[config.mk]
export PLATFORM = sky130hd
export DESIGN_NAME = csa_resolver
export DESIGN_NICKNAME = d
export VERILOG_FILES = /design/src/rtl/DPE_params.sv /design/src/rtl/csa_chunk_add.sv /design/src/rtl/csa_resolver.sv
export SDC_FILE = /design/constraint.sdc
export NUM_CORES = 1
export LEC_CHECK = 0
export ABC_AREA = 0
export CORE_MARGIN = 2
export CORE_UTILIZATION = 23
export CTS_BUF_LIST = sky130_fd_sc_hd__clkbuf_8
export CTS_CLUSTER_SIZE = 20
export DETAILED_ROUTE_END_ITERATION = 6
export MAX_ROUTING_LAYER = met4
export PLACE_DENSITY_LB_ADDON = 0.05
export SYNTH_ARGS = -nofsm -noshare
export SYNTH_HDL_FRONTEND = slang
export SYNTH_SLANG_ARGS = --single-unit
export TNS_END_PERCENT = 50
[constraint.sdc]
create_clock -name clk -period 6.4 [get_ports clk]
set_input_delay 1.28 -clock clk [delete_from_list [all_inputs] [get_ports clk]]
set_output_delay 1.28 -clock clk [all_outputs]
set_load 0.05 [all_outputs]
[src/rtl/DPE_params.sv]
// rtl/DPE_params.sv - shared DPE datapath widths and csa_resolver state encoding
package DPE_params;

  localparam int DPE_WIDTH = 16;
  localparam int DPE_CHUNK = 8;

  typedef enum logic [1:0] {IDLE, BUSY, DONE} csa_resolver_state_t;

endpackage

[src/rtl/csa_chunk_add.sv]
// rtl/csa_chunk_add.sv - combinational CHUNK-bit adder slice with carry in/out
module csa_chunk_add #(
  parameter int CHUNK = 8
) (
  input  logic [CHUNK-1:0] a_i,
  input  logic [CHUNK-1:0] b_i,
  input  logic             cin_i,
  output logic [CHUNK-1:0] r_o,
  output logic             cout_o
);

  assign {cout_o, r_o} = {1'b0, a_i} + {1'b0, b_i} + {{CHUNK{1'b0}}, cin_i};

endmodule

[src/rtl/csa_resolver.sv]
// rtl/csa_resolver.sv - multi-cycle carry-save to binary conversion, CHUNK bits per cycle
module csa_resolver
  import DPE_params::*;
#(
  parameter int WIDTH = DPE_WIDTH,
  parameter int CHUNK = DPE_CHUNK
) (
  input  logic             clk,
  input  logic             rst_n,
  input  logic             in_valid,
  output logic             in_ready,
  input  logic [WIDTH-1:0] s_vec,
  input  logic [WIDTH-1:0] c_vec,
  output logic             out_valid,
  input  logic             out_ready,
  output logic [WIDTH-1:0] sum,
  output logic             ovf
);

  localparam int NCHUNK = WIDTH / CHUNK;
  localparam int KW     = (NCHUNK > 1) ? $clog2(NCHUNK) : 1;

  generate
    if (CHUNK < 1 || (WIDTH % CHUNK) != 0) begin : g_bad_chunk
      $error("csa_resolver: WIDTH must be an integer multiple of CHUNK");
    end
  endgenerate

  csa_resolver_state_t state_q, state_d;
  logic [NCHUNK-1:0][CHUNK-1:0] s_q, s_d, c_q, c_d, sum_q, sum_d;
  logic [KW-1:0] k_q, k_d;
  logic cy_q, cy_d, ovf_q, ovf_d;
  logic in_ready_q, out_valid_q;
  logic [CHUNK-1:0] add_r;
  logic add_cout;

  // One adder slice shared across all chunks; k_q selects the operand slices.
  csa_chunk_add #(.CHUNK(CHUNK)) u_chunk_add (
    .a_i    (s_q[k_q]),
    .b_i    (c_q[k_q]),
    .cin_i  (cy_q),
    .r_o    (add_r),
    .cout_o (add_cout)
  );

  always_comb begin
    state_d = state_q;
    s_d     = s_q;
    c_d     = c_q;
    sum_d   = sum_q;
    k_d     = k_q;
    cy_d    = cy_q;
    ovf_d   = ovf_q;
    case (state_q)
      IDLE: begin
        if (in_valid) begin
          s_d     = s_vec;
          c_d     = c_vec;
          k_d     = '0;
          cy_d    = 1'b0;
          state_d = BUSY;
        end
      end
      BUSY: begin
        sum_d[k_q] = add_r;
        cy_d       = add_cout;
        k_d        = k_q + 1'b1;
        if (k_q == KW'(NCHUNK - 1)) begin
          k_d     = '0;
          ovf_d   = add_cout;
          state_d = DONE;
        end
      end
      DONE: begin
        if (out_ready) state_d = IDLE;
      end
      default: state_d = IDLE;
    endcase
  end

  // Handshake outputs are registered decodes of the next state, so neither
  // depends combinationally on in_valid/out_ready.
  always_ff @(posedge clk or negedge rst_n) begin
    if (!rst_n) begin
      state_q     <= IDLE;
      s_q         <= '0;
      c_q         <= '0;
      sum_q       <= '0;
      k_q         <= '0;
      cy_q        <= 1'b0;
      ovf_q       <= 1'b0;
      in_ready_q  <= 1'b1;
      out_valid_q <= 1'b0;
    end else begin
      state_q     <= state_d;
      s_q         <= s_d;
      c_q         <= c_d;
      sum_q       <= sum_d;
      k_q         <= k_d;
      cy_q        <= cy_d;
      ovf_q       <= ovf_d;
      in_ready_q  <= (state_d == IDLE);
      out_valid_q <= (state_d == DONE);
    end
  end

  assign in_ready  = in_ready_q;
  assign out_valid = out_valid_q;
  assign sum       = sum_q;
  assign ovf       = ovf_q;

endmodule

======== Word level (Yosys, flattened, before mapping) ========
Cells that the tools add are included.
storage, ports and cells
  bits of input ports ..................... 36
  flip-flop bits (word level) ............. 55
  logic and storage cells ................. 43
operators by class
  muxes and demuxes ....................... 15
  magnitude comparators ................... 2
  equal/unequal tests ..................... 4
  $add $sub $neg .......................... 3
  reduce and logical (&&, ||, !) cells .... 7
operators with widths
  kind                 number
  $mux 8               5
  $bwmux 16            1
  $add 8x8->9          1
  $add 9x1->9          1
  $demux 8 s1          1
  $mux 2               3
  $pmux 2 s3           1
  $reduce_and 2->1     3
  $eq 2x2->1 const B   2
  $logic_not 2->1      2
  $pmux 1 s2           2
  $eq 2x1->1 const B   1
  $lt 1x2->1 const B   1
  $mux 1               2
  $ne 2x2->1 const B   1
  $reduce_bool 2->1    1
  $add 1x1->1 const B  1
  $ge 1x1->1 const B   1
  $logic_and 1x1->1    1

======== Longest topological paths before layout ========
  depth in word-level cells ............... 5
  gate-level depth with buffers ........... 9

======== Modules after synthesis ========
From an unflattened synthesis, not the netlist that was laid out.
second synthesis, totals
  cell total of the unflattened synthesis .. 182
  area, all modules ....................... 2752.6 sq um
modules (own cells, without submodules)
  module         cells an instance  instances  sequential area each (sq um)  area each (sq um)
  csa_resolver   142                1          1377.6                        2421.1
  csa_chunk_add  40                 1          0.0                           331.6

======== Least setup slack after synthesis ========
Ideal clock, no wire load.
  path type ............................... flip-flop to flip-flop
  start point ............................. register k_q
  end point ............................... register sum_q (netlist bit sum[4])
  arrival ................................. 2.615 ns
  setup slack ............................. 3.649 ns
  path buffers ............................ 1
  cell stages (with the launch flop) ...... 9
  required time ........................... 6.264 ns
  library setup time ...................... 0.136 ns
  cells stage by stage .................... dfrtp_1 -> clkbuf_1 -> mux2_2 -> fa_1 -> fa_1 -> a21o_1 -> a21oi_1 -> xor2_1 -> o21ai_0
between the ends
  longest elaborated chain between the ends .. 5
ends and longest elaborated chain
  element                                                                  line                                     source
  from (decl)                                                              csa_resolver.sv:31                       logic [KW-1:0] k_q, k_d;
  from (signal assigned)                                                   csa_resolver.sv:99                       k_q <= k_d;
  $mux 8 (not written as such), or another cell as far along (2 in a row)  csa_resolver.sv:39                       .a_i (s_q[k_q]),
  $add 8x8->9 or $mux 8 (tied branches)                                    csa_chunk_add.sv:12, csa_resolver.sv:65
  $add 9x1->9 or $demux 8 s1 (tied branches)                               csa_chunk_add.sv:12, csa_resolver.sv:65
  $bwmux 16 (*)                                                            csa_resolver.sv:65                       sum_d[k_q] = add_r;
  to (signal assigned)                                                     csa_resolver.sv:98                       sum_q <= sum_d;
  to (decl)                                                                csa_resolver.sv:30                       logic [NCHUNK-1:0][CHUNK-1:0] s_q, s_d, c_q, c_d, sum_q, sum_d;
Every way passes the cells marked *; elsewhere a longest branch is shown, timed or not. The select of a mux whose other input is x is not followed.
A chain may end at the register's enable or synchronous reset.

======== Worst setup path after layout ========
  start point ............................. register k_q
  end point ............................... register sum_q (netlist bit sum[12])
Same word-level chain as after synthesis.

==> run_results.csv <==
group,metric,value,unit
sta,fmax,0.3077,GHz
layout,drive_above_1_share,22.56,%
drt,wl,5.913,mm
global_route,grt_max_degree,56,
placed_design,place_congestion,0.7105,
worst_setup_path,rr_endpoint,"sum[12]",
drt,drtIter0Drc,32,
run_status,status,"complete, no violations",
worst_setup_path,worstPathArrival,3.41,ns
cts,cts_buffers,5,
cts,clk_pin_slew_worst_paths,0.10,ns
die,die_w,110.2,um
drt,viasPerCell,4.305,
logic_synthesis,ys_ff_latch,55,
worst_hold_path,whs_path_depth,2,
logic_synthesis,synth_fp_nets,258,
worst_setup_path,rrSetupSlack,3.15,ns
drt,dr_total_vias,1748,
cts,cts-hold-fix-buffers,0,
sta,tns,0,ns
sta,fin_crit,3.250,ns
drt,routedWlPerCell,14.56,um
worst_setup_path,setup.worst_path.start_class,"flop",
die,io_pins,55,
cts,clock_sinks,55,
worst_setup_path,r2r_cells,7,
die,dieArea,12150,um2
worst_hold_path,hold_path.class,"reg2reg",
global_route,grt_pass1_vias,1849,
sta,maxSlewViolCount,0,
worst_hold_path,whs_endpoint,"sum[7]",
layout,area_growth,29.98,%
cts,htreeDepth,2,
worst_setup_path,required,6.56,ns
worst_setup_path,path_max_fanout,21,
placed_design,dpl_worst_slack,3.053,ns
worst_setup_path,endpoint_kind,"flop",
sta,final-hold-violation-count,0,
worst_setup_path,worst_r2r_startpoint,"k_q",
logic_synthesis,syn_area,2596,um2
sta,rsz0062_at_grt,"no",
placed_design,dp_hpwl,4.202,mm
sta,worst_pin_slew,0.8118,ns
placed_design,io_buffers,54,
layout,fill_cells,1139,
sta,post-route-period-util,50.78,%
global_route,grt_pass1_wl,9.632,mm
layout,final_core_util,30.86,%
die,die_y,110.2,um
layout,diodes,0,
worst_hold_path,hp-start,"sum[7]",
logic_synthesis,yosysSeqAreaShare,53.06,%
cts,cts_tree,"built",
sta,setup_viol,0,
layout,final-seq-area,1378,um2
drt,ant_nets,0,
worst_setup_path,path_class,"reg2reg",
sta,fin_worst_skew,0.006506,ns
layout,nets,310,
sta,setup_ws,3.150,ns
die,core-area,10940,um2
cts,cts_setup_buffers,0,
global_route,grt_util_all_layers,10.81,%
global_route,grt_overflow,0,
cts,cts_resized,0,
logic_synthesis,syn_inst,213,
sta,max_slew_margin,45.72,%
die,rows,38,
logic_synthesis,syn_avg_cell_area,12.19,um2
cts,clock_latency,0.30,ns
cts,clockRootBuffer,"clkbuf_8",
job,maxCapViolCount,0,
logic_synthesis,ys_types,33,
layout,multi_input_area,1167,um2
global_route,antenna_found_initial,0,
drt,drc,0,
die,initial_utilization,23.74,%
cts,cts_buffer_depth,2,
logic_synthesis,synth-warning-count,0,
drt,drt-pass1-iter-count,4,
==> cells by family after synthesis <==
logic type,Yosys count,share of synthesized area [%]
mux,48,20.82
buf+inv,12,2.217
compound gates,33,7.951
flops,55,53.06
simple gates,52,9.687
xor+xnor,4,1.350
fa+ha+maj,9,4.916
==> area by class of cell <==
type / instances / area share [%]
Sequential cell: 55 / 40.82
Multi-Input combinational cell: 146 / 34.59
Timing Repair Buffer: 56 / 16.31
Tap cell: 140 / 5.191
Clock buffer: 7 / 2.855
Clock inverter: 1 / 0.1112
Inverter: 1 / 0.1112
==> sequential cells by signal, indices dropped and copies added, names as in the netlist <==
signal	cells
c_q	16
s_q	16
sum	16
state_q	2
cy_q	1
in_ready	1
k_q	1
out_valid	1
ovf	1
==> worst max-delay path, stage by stage, from the launching register on <==
cell and delay [ns]:
dfrtp_1 0.87, mux2_2 0.44, fa_1 0.45, fa_1 0.43, a21o_1 0.19, a21oi_1 0.41
xor2_1 0.21, o21ai_0 0.09
==> worst max path at each step <==
stage | to | cells past startpoint | from | slack (ns)
after global placement | sum[12] | 7 | k_q | 3.21
after CTS | sum[4] | 7 | k_q | 3.03
after detailed placement | sum[4] | 7 | k_q | 3.05
after floorplan | sum[4] | 8 | k_q | 3.65
after global routing | sum[12] | 7 | k_q | 2.87
final | sum[12] | 7 | k_q | 3.15
==> synth_stat cells, drive strengths merged <==
cell type  instances  area [um2]
inv                1       3.750
nand3b             1       7.510
a21oi              8       40.04
o21bai             1       7.510
or4                2       15.01
clkbuf             4       15.01
and3b              1       8.760
dfrtp             54        1351
xor2               3       26.28
buf                7       38.79
nor2               2       7.510
a21o               2       15.01
and2               1       6.260
nand2b             1       6.260
dfstp              1       26.28
a211oi             3       22.52
nand2             31       116.4
o21ai              9       45.04
ha                 7       87.58
nor3b              4       35.03
o31ai              3       22.52
or3b               1       8.760
nand3              2       10.01
xnor2              1       8.760
o211ai             3       22.52
fa                 2       40.04
nor3               6       30.03
o41ai              1       8.760
mux2              48       540.5
o21a               3       22.52
==> metrics by stage <==
stage / std cells / hold slack (ns) / instance area (um2)
after floorplan: 213 / 0.4750 / 2596
after global placement: 398 / 0.4597 / 3274
after detailed placement: 398 / 0.4668 / 3274
after CTS: 406 / 0.4914 / 3374
after global routing: 406 / 0.5050 / 3374
final: 406 / 0.4822 / 3374
==> per-layer routing <==
layer | routed length [um] | track usage (%)
met5 | 0 | -
met4 | 38 | 2.946
met3 | 250 | 2.175
met2 | 2667 | 16.08
met1 | 2956 | 15.02
==> placed cells by master (no fill, tap or decap) <==
| cell type | n |
|---|---|
| a211oi_1 | 3 |
| a21o_1 | 2 |
| a21oi_1 | 8 |
| and2_1 | 1 |
| and3b_1 | 1 |
| buf_2 | 1 |
| buf_4 | 2 |
| clkbuf_8 | 7 |
| clkdlybuf4s50_1 | 53 |
| dfrtp_1 | 54 |
| dfstp_2 | 1 |
| fa_1 | 2 |
| ha_1 | 7 |
| inv_1 | 2 |
| mux2_2 | 48 |
| nand2_1 | 31 |
| nand2b_1 | 1 |
| nand3_1 | 2 |
| nand3b_1 | 1 |
| nor2_1 | 2 |
| nor3_1 | 6 |
| nor3b_1 | 3 |
| nor3b_4 | 1 |
| o211ai_1 | 3 |
| o21a_1 | 3 |
| o21ai_0 | 9 |
| o21bai_1 | 1 |
| o31ai_1 | 3 |
| o41ai_1 | 1 |
| or3b_1 | 1 |
| or4_1 | 2 |
| xnor2_1 | 1 |
| xor2_1 | 3 |
Power is left out: the tool's default activity adds up to more than one toggle a clock period on the data nets, which glitch-free logic cannot reach.
